[src/rtl/counter_pkg.sv]
// Shared constants and helpers for the parametrised up/down counter.
// Saturating vs. wrap-around boundaries are selected by UPDOWN_COUNTER_SATURATE_EN.
package counter_pkg;

  localparam logic DIR_UP   = 1'b1;
  localparam logic DIR_DOWN = 1'b0;

  localparam logic [31:0] Q_RST   = 32'd0;
  localparam logic        TC_RST  = 1'b0;
  localparam logic        DIR_RST = DIR_UP;

  // Limit a load value to the terminal count.
  function automatic logic [31:0] clamp(input logic [31:0] value, input logic [31:0] max);
    return (value > max) ? max : value;
  endfunction

endpackage

[src/rtl/updown_next_val.sv]
// Combinational next-count and boundary-hit logic for one count step.
// UPDOWN_COUNTER_SATURATE_EN: hold at the boundary instead of wrapping.
module updown_next_val
  import counter_pkg::*;
#(
  parameter int unsigned   N       = 4,
  parameter logic [N-1:0]  MAX_VAL = {N{1'b1}}
) (
  input  logic [N-1:0] q_i,
  input  logic         up_down_i,
  output logic [N-1:0] q_nxt_c,
  output logic         hit_c
);

  always_comb begin
    q_nxt_c = q_i;
    hit_c   = 1'b0;
    if (up_down_i == DIR_DOWN) begin
      if (q_i == '0) begin
        hit_c = 1'b1;
`ifdef UPDOWN_COUNTER_SATURATE_EN
        q_nxt_c = '0;
`else
        q_nxt_c = MAX_VAL;
`endif
      end else begin
        q_nxt_c = q_i - N'(1);
      end
    end else begin
      // >= also folds a forced out-of-range value onto the boundary result.
      if (q_i >= MAX_VAL) begin
        hit_c = 1'b1;
`ifdef UPDOWN_COUNTER_SATURATE_EN
        q_nxt_c = MAX_VAL;
`else
        q_nxt_c = '0;
`endif
      end else begin
        q_nxt_c = q_i + N'(1);
      end
    end
  end

endmodule

[src/rtl/updown_counter_param.sv]
// Parametrised up/down counter with clamped parallel load, enable and terminal-count pulse.
// UPDOWN_COUNTER_SATURATE_EN selects saturating boundaries (default: modulo MAX_VAL+1).
module updown_counter_param
  import counter_pkg::*;
#(
  parameter int unsigned  N       = 4,
  parameter logic [N-1:0] MAX_VAL = {N{1'b1}}
) (
  input  logic         Clock,
  input  logic         Resetn,
  input  logic         L,
  input  logic [N-1:0] R,
  input  logic         E,
  input  logic         up_down,
  output logic [N-1:0] Q,
  output logic         tc,
  output logic         dir
);

  logic [N-1:0] q_q, q_d, q_step_c, q_load_c;
  logic         tc_q, tc_d, dir_q, dir_d, hit_c;

  updown_next_val #(
    .N       (N),
    .MAX_VAL (MAX_VAL)
  ) u_next (
    .q_i       (q_q),
    .up_down_i (up_down),
    .q_nxt_c   (q_step_c),
    .hit_c     (hit_c)
  );

  assign q_load_c = N'(clamp(32'(R), 32'(MAX_VAL)));

  // Load has priority over count; tc only survives an enabled boundary step.
  always_comb begin
    q_d   = q_q;
    tc_d  = 1'b0;
    dir_d = dir_q;
    if (L) begin
      q_d = q_load_c;
    end else if (E) begin
      q_d   = q_step_c;
      tc_d  = hit_c;
      dir_d = up_down;
    end
  end

  always_ff @(posedge Clock or negedge Resetn) begin
    if (!Resetn) begin
      q_q   <= N'(Q_RST);
      tc_q  <= TC_RST;
      dir_q <= DIR_RST;
    end else begin
      q_q   <= q_d;
      tc_q  <= tc_d;
      dir_q <= dir_d;
    end
  end

  assign Q   = q_q;
  assign tc  = tc_q;
  assign dir = dir_q;

endmodule

[config.mk]
export PLATFORM = sky130hd
export DESIGN_NAME = updown_counter_param
export DESIGN_NICKNAME = d
export VERILOG_FILES = /design/src/rtl/counter_pkg.sv /design/src/rtl/updown_next_val.sv /design/src/rtl/updown_counter_param.sv
export SDC_FILE = /design/constraint.sdc
export NUM_CORES = 1
export LEC_CHECK = 0
export BUFFER_PORTS_ARGS = -buffer_cell sky130_fd_sc_hd__buf_4
export CAP_MARGIN = 30
export CORE_MARGIN = 4
export CORE_UTILIZATION = 30
export DETAILED_ROUTE_END_ITERATION = 12
export GPL_ROUTABILITY_DRIVEN = 0
export PLACE_DENSITY = 0.54
export SLEW_MARGIN = 20
export SYNTH_ARGS = -nofsm -noshare
export SYNTH_HDL_FRONTEND = slang
export SYNTH_SLANG_ARGS = --single-unit
[constraint.sdc]
create_clock -name Clock -period 2 [get_ports Clock]
set_clock_uncertainty 0.05 [all_clocks]
set_input_delay 0.1 -clock Clock [delete_from_list [all_inputs] [get_ports Clock]]
set_output_delay 0.1 -clock Clock [all_outputs]
set_load 0.01 [all_outputs]
==> results.toml, run 1 <==
[run_status]
status = "complete, no violations"

[clock_tree]
cts_buffers = 3
post_cts_buffers = 0
ctsResizeCount = 0
cts_tree = "yes"
cts.sinks = 6
worstSkewPairLatency_ns = 0.25
hold_buffers = 1
clock_path_buffers = 2
ctsRootBufferMaster = "clkbuf_4"
h-tree-depth = 1
clk_pin_slew_ns = 0.05

[floorplanning]
rows = 13
io_pins = 15
die_y_um = 45.8
die-area_sq_um = 2090
core_sq_um = 1320
initial_core_util_pct = 32.5
die_w_um = 45.8

[route]
ant_nets = 0
vias = 354
avgRoutedWirePerCell_um = 12.0
drc = 0
drtPass1Iterations = 3
routed_wl_um = 900
first_iter_violations = 6
vias_per_cell = 4.72

[hold_path]
hold_path.class = "input port to flip-flop"

[worst_setup_path]
r2r_slack_ns = 0.26
crit_arrival_ns = 1.83
r2r-end = "Q[3]$_DFFE_PN0P_"
required_ns = 2.09
crit_path_start_kind = "flip-flop"
regToRegStartpoint = "Q[0]$_DFFE_PN0P_"
worstSetupEndpoint = "Q[3]$_DFFE_PN0P_"
worstSetupPathType = "flip-flop to flip-flop"
cp-startpoint = "Q[0]$_DFFE_PN0P_"
cp-end-kind = "flip-flop"
cp_max_fo = 7
r2r_cells = 6

[grt]
grt_max_degree = 9
grt_usage_pct = 10.9
grt_pass1_vias = 363
grt_pass1_wl_mm = 1.60
antenna_found_initial = 0
grt_overflow = 0

[sta]
final-max-slew-violation-count = 0
rsz0062_at_grt = "false"
finalSetupTns_ns = 0
setup_slack_ns = 0.263
fin_crit_sh_pct = 86.9
hold_viol = 0
fmax_ghz = 0.576
period_needed_ns = 1.74
worst_pin_slew_ns = 0.254
finalSetupViolCount = 0
max-slew-margin-rel_pct = 83.1

[synth]
ys_top_cells_by_area = "dfrtp_1 (29%), dfstp_2 (6.1%), nand2_1 (6.1%)"
syn_area_per_cell_sq_um = 9.95
synth-xor-area-share_pct = 6.14
synth_compound_area_share_pct = 15.8
yosys_warnings = 0
syn_nets = 54
muxShareOfSynthArea_pct = 10.2
synth_cell_types = 26
ys_seq_elements = 6
synth_area_sq_um = 428
seq_area_frac_synth_pct = 35.4
yosys.area_share.simple_pct = 19.6
synthAdderAreaFrac_pct = 5.85
synth_top_area_share_pct = 29.2
synth_top_area_cell = "dfrtp_1"
synth_top_family_by_area = "simple AND/OR/NAND/NOR gates"
netlist_instances = 43

[power_and_ir_drop]
vdd_drop_max_mv = 0.303
power_per_cell_area_nw_per_um2 = 736
p_leak_nw = 0.262

[placed_design]
dp_hpwl_um = 708
port_buffers = 14
post-place-ws_ns = 0.284

[finish]
final_common_cell = "buf_4"
nets = 72
area_delta_synth_final_pct = 33.0
layout.cells.most_common_list = "buf_4 (14), nand2_1 (7), dfrtp_1 (5)"
drive_above_1_share_pct = 45.0
diodes = 0
nFillCells = 137

[job]
maxCapViolCount = 0
[layer usage]
| metal | global-route usage (%) | part of all wire [%] | vias up |
|---|---|---|---|
| li1 | - | - | 183 |
| met1 | 15.1 | 49 | 156 |
| met2 | 15.0 | 41 | 13 |
| met3 | 1.19 | 7.9 | 2 |
| met4 | 8.52 | 1.7 | 0 |
| met5 | 0 | 0 | - |
[per-stage QoR]
stage,hold WS (ns),cells,utilization (%),power [mW],instance area (sq um)
floorplan,-0.246,43,-,0.245,428
global placement,-0.138,70,40.5,0.297,533
detailed placement,-0.139,70,40.5,0.298,533
CTS,0.00632,75,43.2,0.426,569
global route,0.0305,75,43.2,0.455,569
finish,0.0142,75,43.2,0.419,569
[worst min path at each step]
| stage | start | to | slack (ns) | depth (start not counted) |
|---|---|---|---|---|
| detailed placement | Resetn | tc$_DFF_PN0_ | -0.14 | 1 |
| global route | R[1] | Q[1]$_DFFE_PN0P_ | 0.03 | 3 |
| global placement | Resetn | tc$_DFF_PN0_ | -0.14 | 1 |
| CTS | R[0] | Q[0]$_DFFE_PN0P_ | 0.006 | 3 |
| finish | R[0] | Q[0]$_DFFE_PN0P_ | 0.01 | 3 |
| floorplan | Resetn | Q[0]$_DFFE_PN0P_ | -0.25 | 0 |
[critical path, stage by stage (launching register included)]
cell and delay (ns):
dfrtp_1 0.44, inv_1 0.11, ha_1 0.16, or4b_4 0.49
o211ai_2 0.09, a21oi_2 0.05, o311ai_2 0.24
[where the power goes]
group / leakage (nW) / switching, mW / internal, mW / total [mW]
logic: 0.174 / 0.0553 / 0.0754 / 0.131
clock network: 0.0150 / 0.0471 / 0.0758 / 0.123
registers: 0.0721 / 0.0262 / 0.139 / 0.165
total: 0.262 / 0.129 / 0.290 / 0.419
[synth_stat cells (all sizes together)]
cell type / n
inv: 3
buf: 2
nand2b: 1
a31oi: 1
nand2: 7
o21ai: 2
mux2i: 1
ha: 2
dfstp: 1
o311ai: 1
dfrtp: 5
nor2: 2
a21oi: 2
or3: 1
a31o: 1
mux2: 3
and4b: 1
nor3: 1
or4b: 1
o211ai: 1
xnor2: 3
nand4: 1
[layout make-up]
cell class / instances / area (sq um) / share of cell area, %
multi-input combinational: 32 / 246 / 43.3
sequential: 6 / 151 / 26.6
timing repair buffer: 15 / 115 / 20.2
clock buffer: 4 / 26.3 / 4.62
tap: 15 / 18.8 / 3.30
inverter: 3 / 11.3 / 1.98
[registers in the layout, summed over array words and instances (netlist names)]
register,flops
Q,4
dir,1
tc,1
[logic make-up after synthesis]
group	count (synthesis)
buffers and inverters	5
AOI/OAI and AO/OA	8
muxes	4
and+or+nand+nor	15
DFF	6
xor gates and xnor gates	3
adders and majority gates	2
No activity file was read; power rests on OpenSTA's default activity.
==> inputs of run 2 (changes only) <==
- PLACE_DENSITY: 0.54 -> 0.56
- clock period: 2 -> 1.5 ns (I/O delays scaled with it)
==> run 2 against run 1 <==
  * Critical path depth did not move
  * The flow now finishes with violations (negative setup slack)
  * Clock power rose by 31%
  * Register-to-register slack got worse by 0.35 ns
  * Critical endpoint unchanged
  * Cell area rose by 19%
==> results.toml, run 2 (synthesis results as in run 1) <==
[run_status]
status = "complete, but fails checks"
violations = "negative setup slack"

[grt]
antenna_found_initial = 0
grt_overflow = 0
grt_pass1_vias = 426
grt_max_degree = 9
grt_usage_pct = 11.6
grt_pass1_wl_mm = 1.73

[power_and_ir_drop]
power_per_cell_area_nw_per_um2 = 925
p_leak_nw = 0.311
vdd_drop_max_mv = 0.411

[route]
routed_wl_um = 968
first_iter_violations = 3
drc = 0
vias = 409
top_layer_used = "met4"
wl_met2_um = 464
avgRoutedWirePerCell_um = 11.3
drtPass1Iterations = 3
ant_nets = 0
wl_met3_um = 48
m1WireLength_um = 444
vias_per_cell = 4.76

[placed_design]
dp_hpwl_um = 763
port_buffers = 14
placedCellCount = 78

[clock_tree]
h-tree-depth = 1
worstSkewPairLatency_ns = 0.25
cts_tree = "yes"
clk_pin_slew_ns = 0.05
ctsRootBufferMaster = "clkbuf_4"
cts.sinks = 6
clock_path_buffers = 2
cts_buffers = 3

[sta]
finalSetupViolCount = 3
hold_viol = 0
rsz0062_at_grt = "true"
period_needed_ns = 1.59
fin_crit_sh_pct = 106
setup_slack_ns = -0.0924
worst_pin_slew_ns = 0.205
fmax_ghz = 0.628
max-slew-margin-rel_pct = 86.3
final-max-slew-violation-count = 0

[hold_path]
hold_path.class = "input port to flip-flop"
min_to = "Q[0]$_DFFE_PN0P_"
min_delay_path_depth = 2
min_from = "L"

[worst_setup_path]
regToRegStartpoint = "Q[1]$_DFFE_PN0P_"
r2r-end = "Q[3]$_DFFE_PN0P_"
worstSetupPathType = "flip-flop to flip-flop"
cp-end-kind = "flip-flop"
crit_arrival_ns = 1.68
required_ns = 1.59
crit_path_start_kind = "flip-flop"
cp_max_fo = 4
r2r_cells = 6
r2r_slack_ns = -0.09

[finish]
largest_reg_flops = 4
final_cells = 86
drive_above_1_share_pct = 59.2
diodes = 0
area_delta_synth_final_pct = 58.2
utilization_pct = 51.4
nets = 83
layout.cells.most_common_list = "buf_4 (23), nand2_1 (7)"
final_common_cell = "buf_4"

[floorplanning]
io_pins = 15
initial_core_util_pct = 32.5
die_w_um = 45.8
core_sq_um = 1320
rows = 13
die_y_um = 45.8
die-area_sq_um = 2090

[job]
maxCapViolCount = 0
-- run 2: how the worst max path moves through the flow --
stage	from	end	depth (start not counted)
floorplan	Q[0]$_DFFE_PN0P_	Q[3]$_DFFE_PN0P_	6
global placement	Q[1]$_DFFE_PN0P_	Q[3]$_DFFE_PN0P_	6
detailed placement	Q[0]$_DFFE_PN0P_	Q[3]$_DFFE_PN0P_	6
CTS	Q[1]$_DFFE_PN0P_	Q[3]$_DFFE_PN0P_	6
global route	Q[1]$_DFFE_PN0P_	Q[3]$_DFFE_PN0P_	6
finish	Q[1]$_DFFE_PN0P_	Q[3]$_DFFE_PN0P_	6
-- run 2: through the flow --
step / TNS (ns) / area, sq um / total power, mW / hold slack, ns / setup WS [ns]
final: -0.127 / 677 / 0.626 / 0.00630 / -0.0924
after global routing: -0.377 / 677 / 0.675 / 0.0102 / -0.169
after CTS: -0.107 / 672 / 0.637 / 0.00590 / -0.0920
after detailed placement: -0.124 / 596 / 0.447 / -0.164 / -0.112
after global placement: -0.0923 / 596 / 0.446 / -0.163 / -0.0904
after floorplan: -0.113 / 430 / 0.329 / -0.271 / -0.107
-- run 2: power breakdown --
| part | internal, mW | leakage [nW] | switching [mW] | total [mW] |
|---|---|---|---|---|
| logic | 0.152 | 0.226 | 0.105 | 0.257 |
| registers | 0.187 | 0.0699 | 0.0210 | 0.208 |
| clock network | 0.101 | 0.0150 | 0.0602 | 0.161 |
-- run 2: critical path, cell delays in order (launching register included) --
cell      delay (ns)
dfrtp_2         0.43
inv_2           0.08
ha_4            0.12
or4b_4          0.47
o211ai_2        0.08
a21oi_2         0.05
o311ai_2        0.20
-- run 2: final cells by class --
type,instances,area [sq um]
fillers,134,641
well taps,15,18.8
flip-flops and latches,6,154
multi-input cells,32,264
repair buffers,26,203
inverters,3,11.3
clock buffers,4,26.3
-- run 2: timing repair --
action | CTS | global route
endpoints found under the setup margin | 3 | 3
buffers inserted | 1 | 0
hold buffers | 3 | 0
hold endpoints to repair | 8 | 0
pin swaps | 3 | 1
gates resized for setup | 3 | 1
-- run 2: layer usage --
layer | vias to the layer above | global-route usage [%]
met3 | 2 | 1.19
met5 | - | 0
li1 | 208 | -
met4 | 0 | 10.2
met1 | 190 | 14.6
met2 | 9 | 17.3
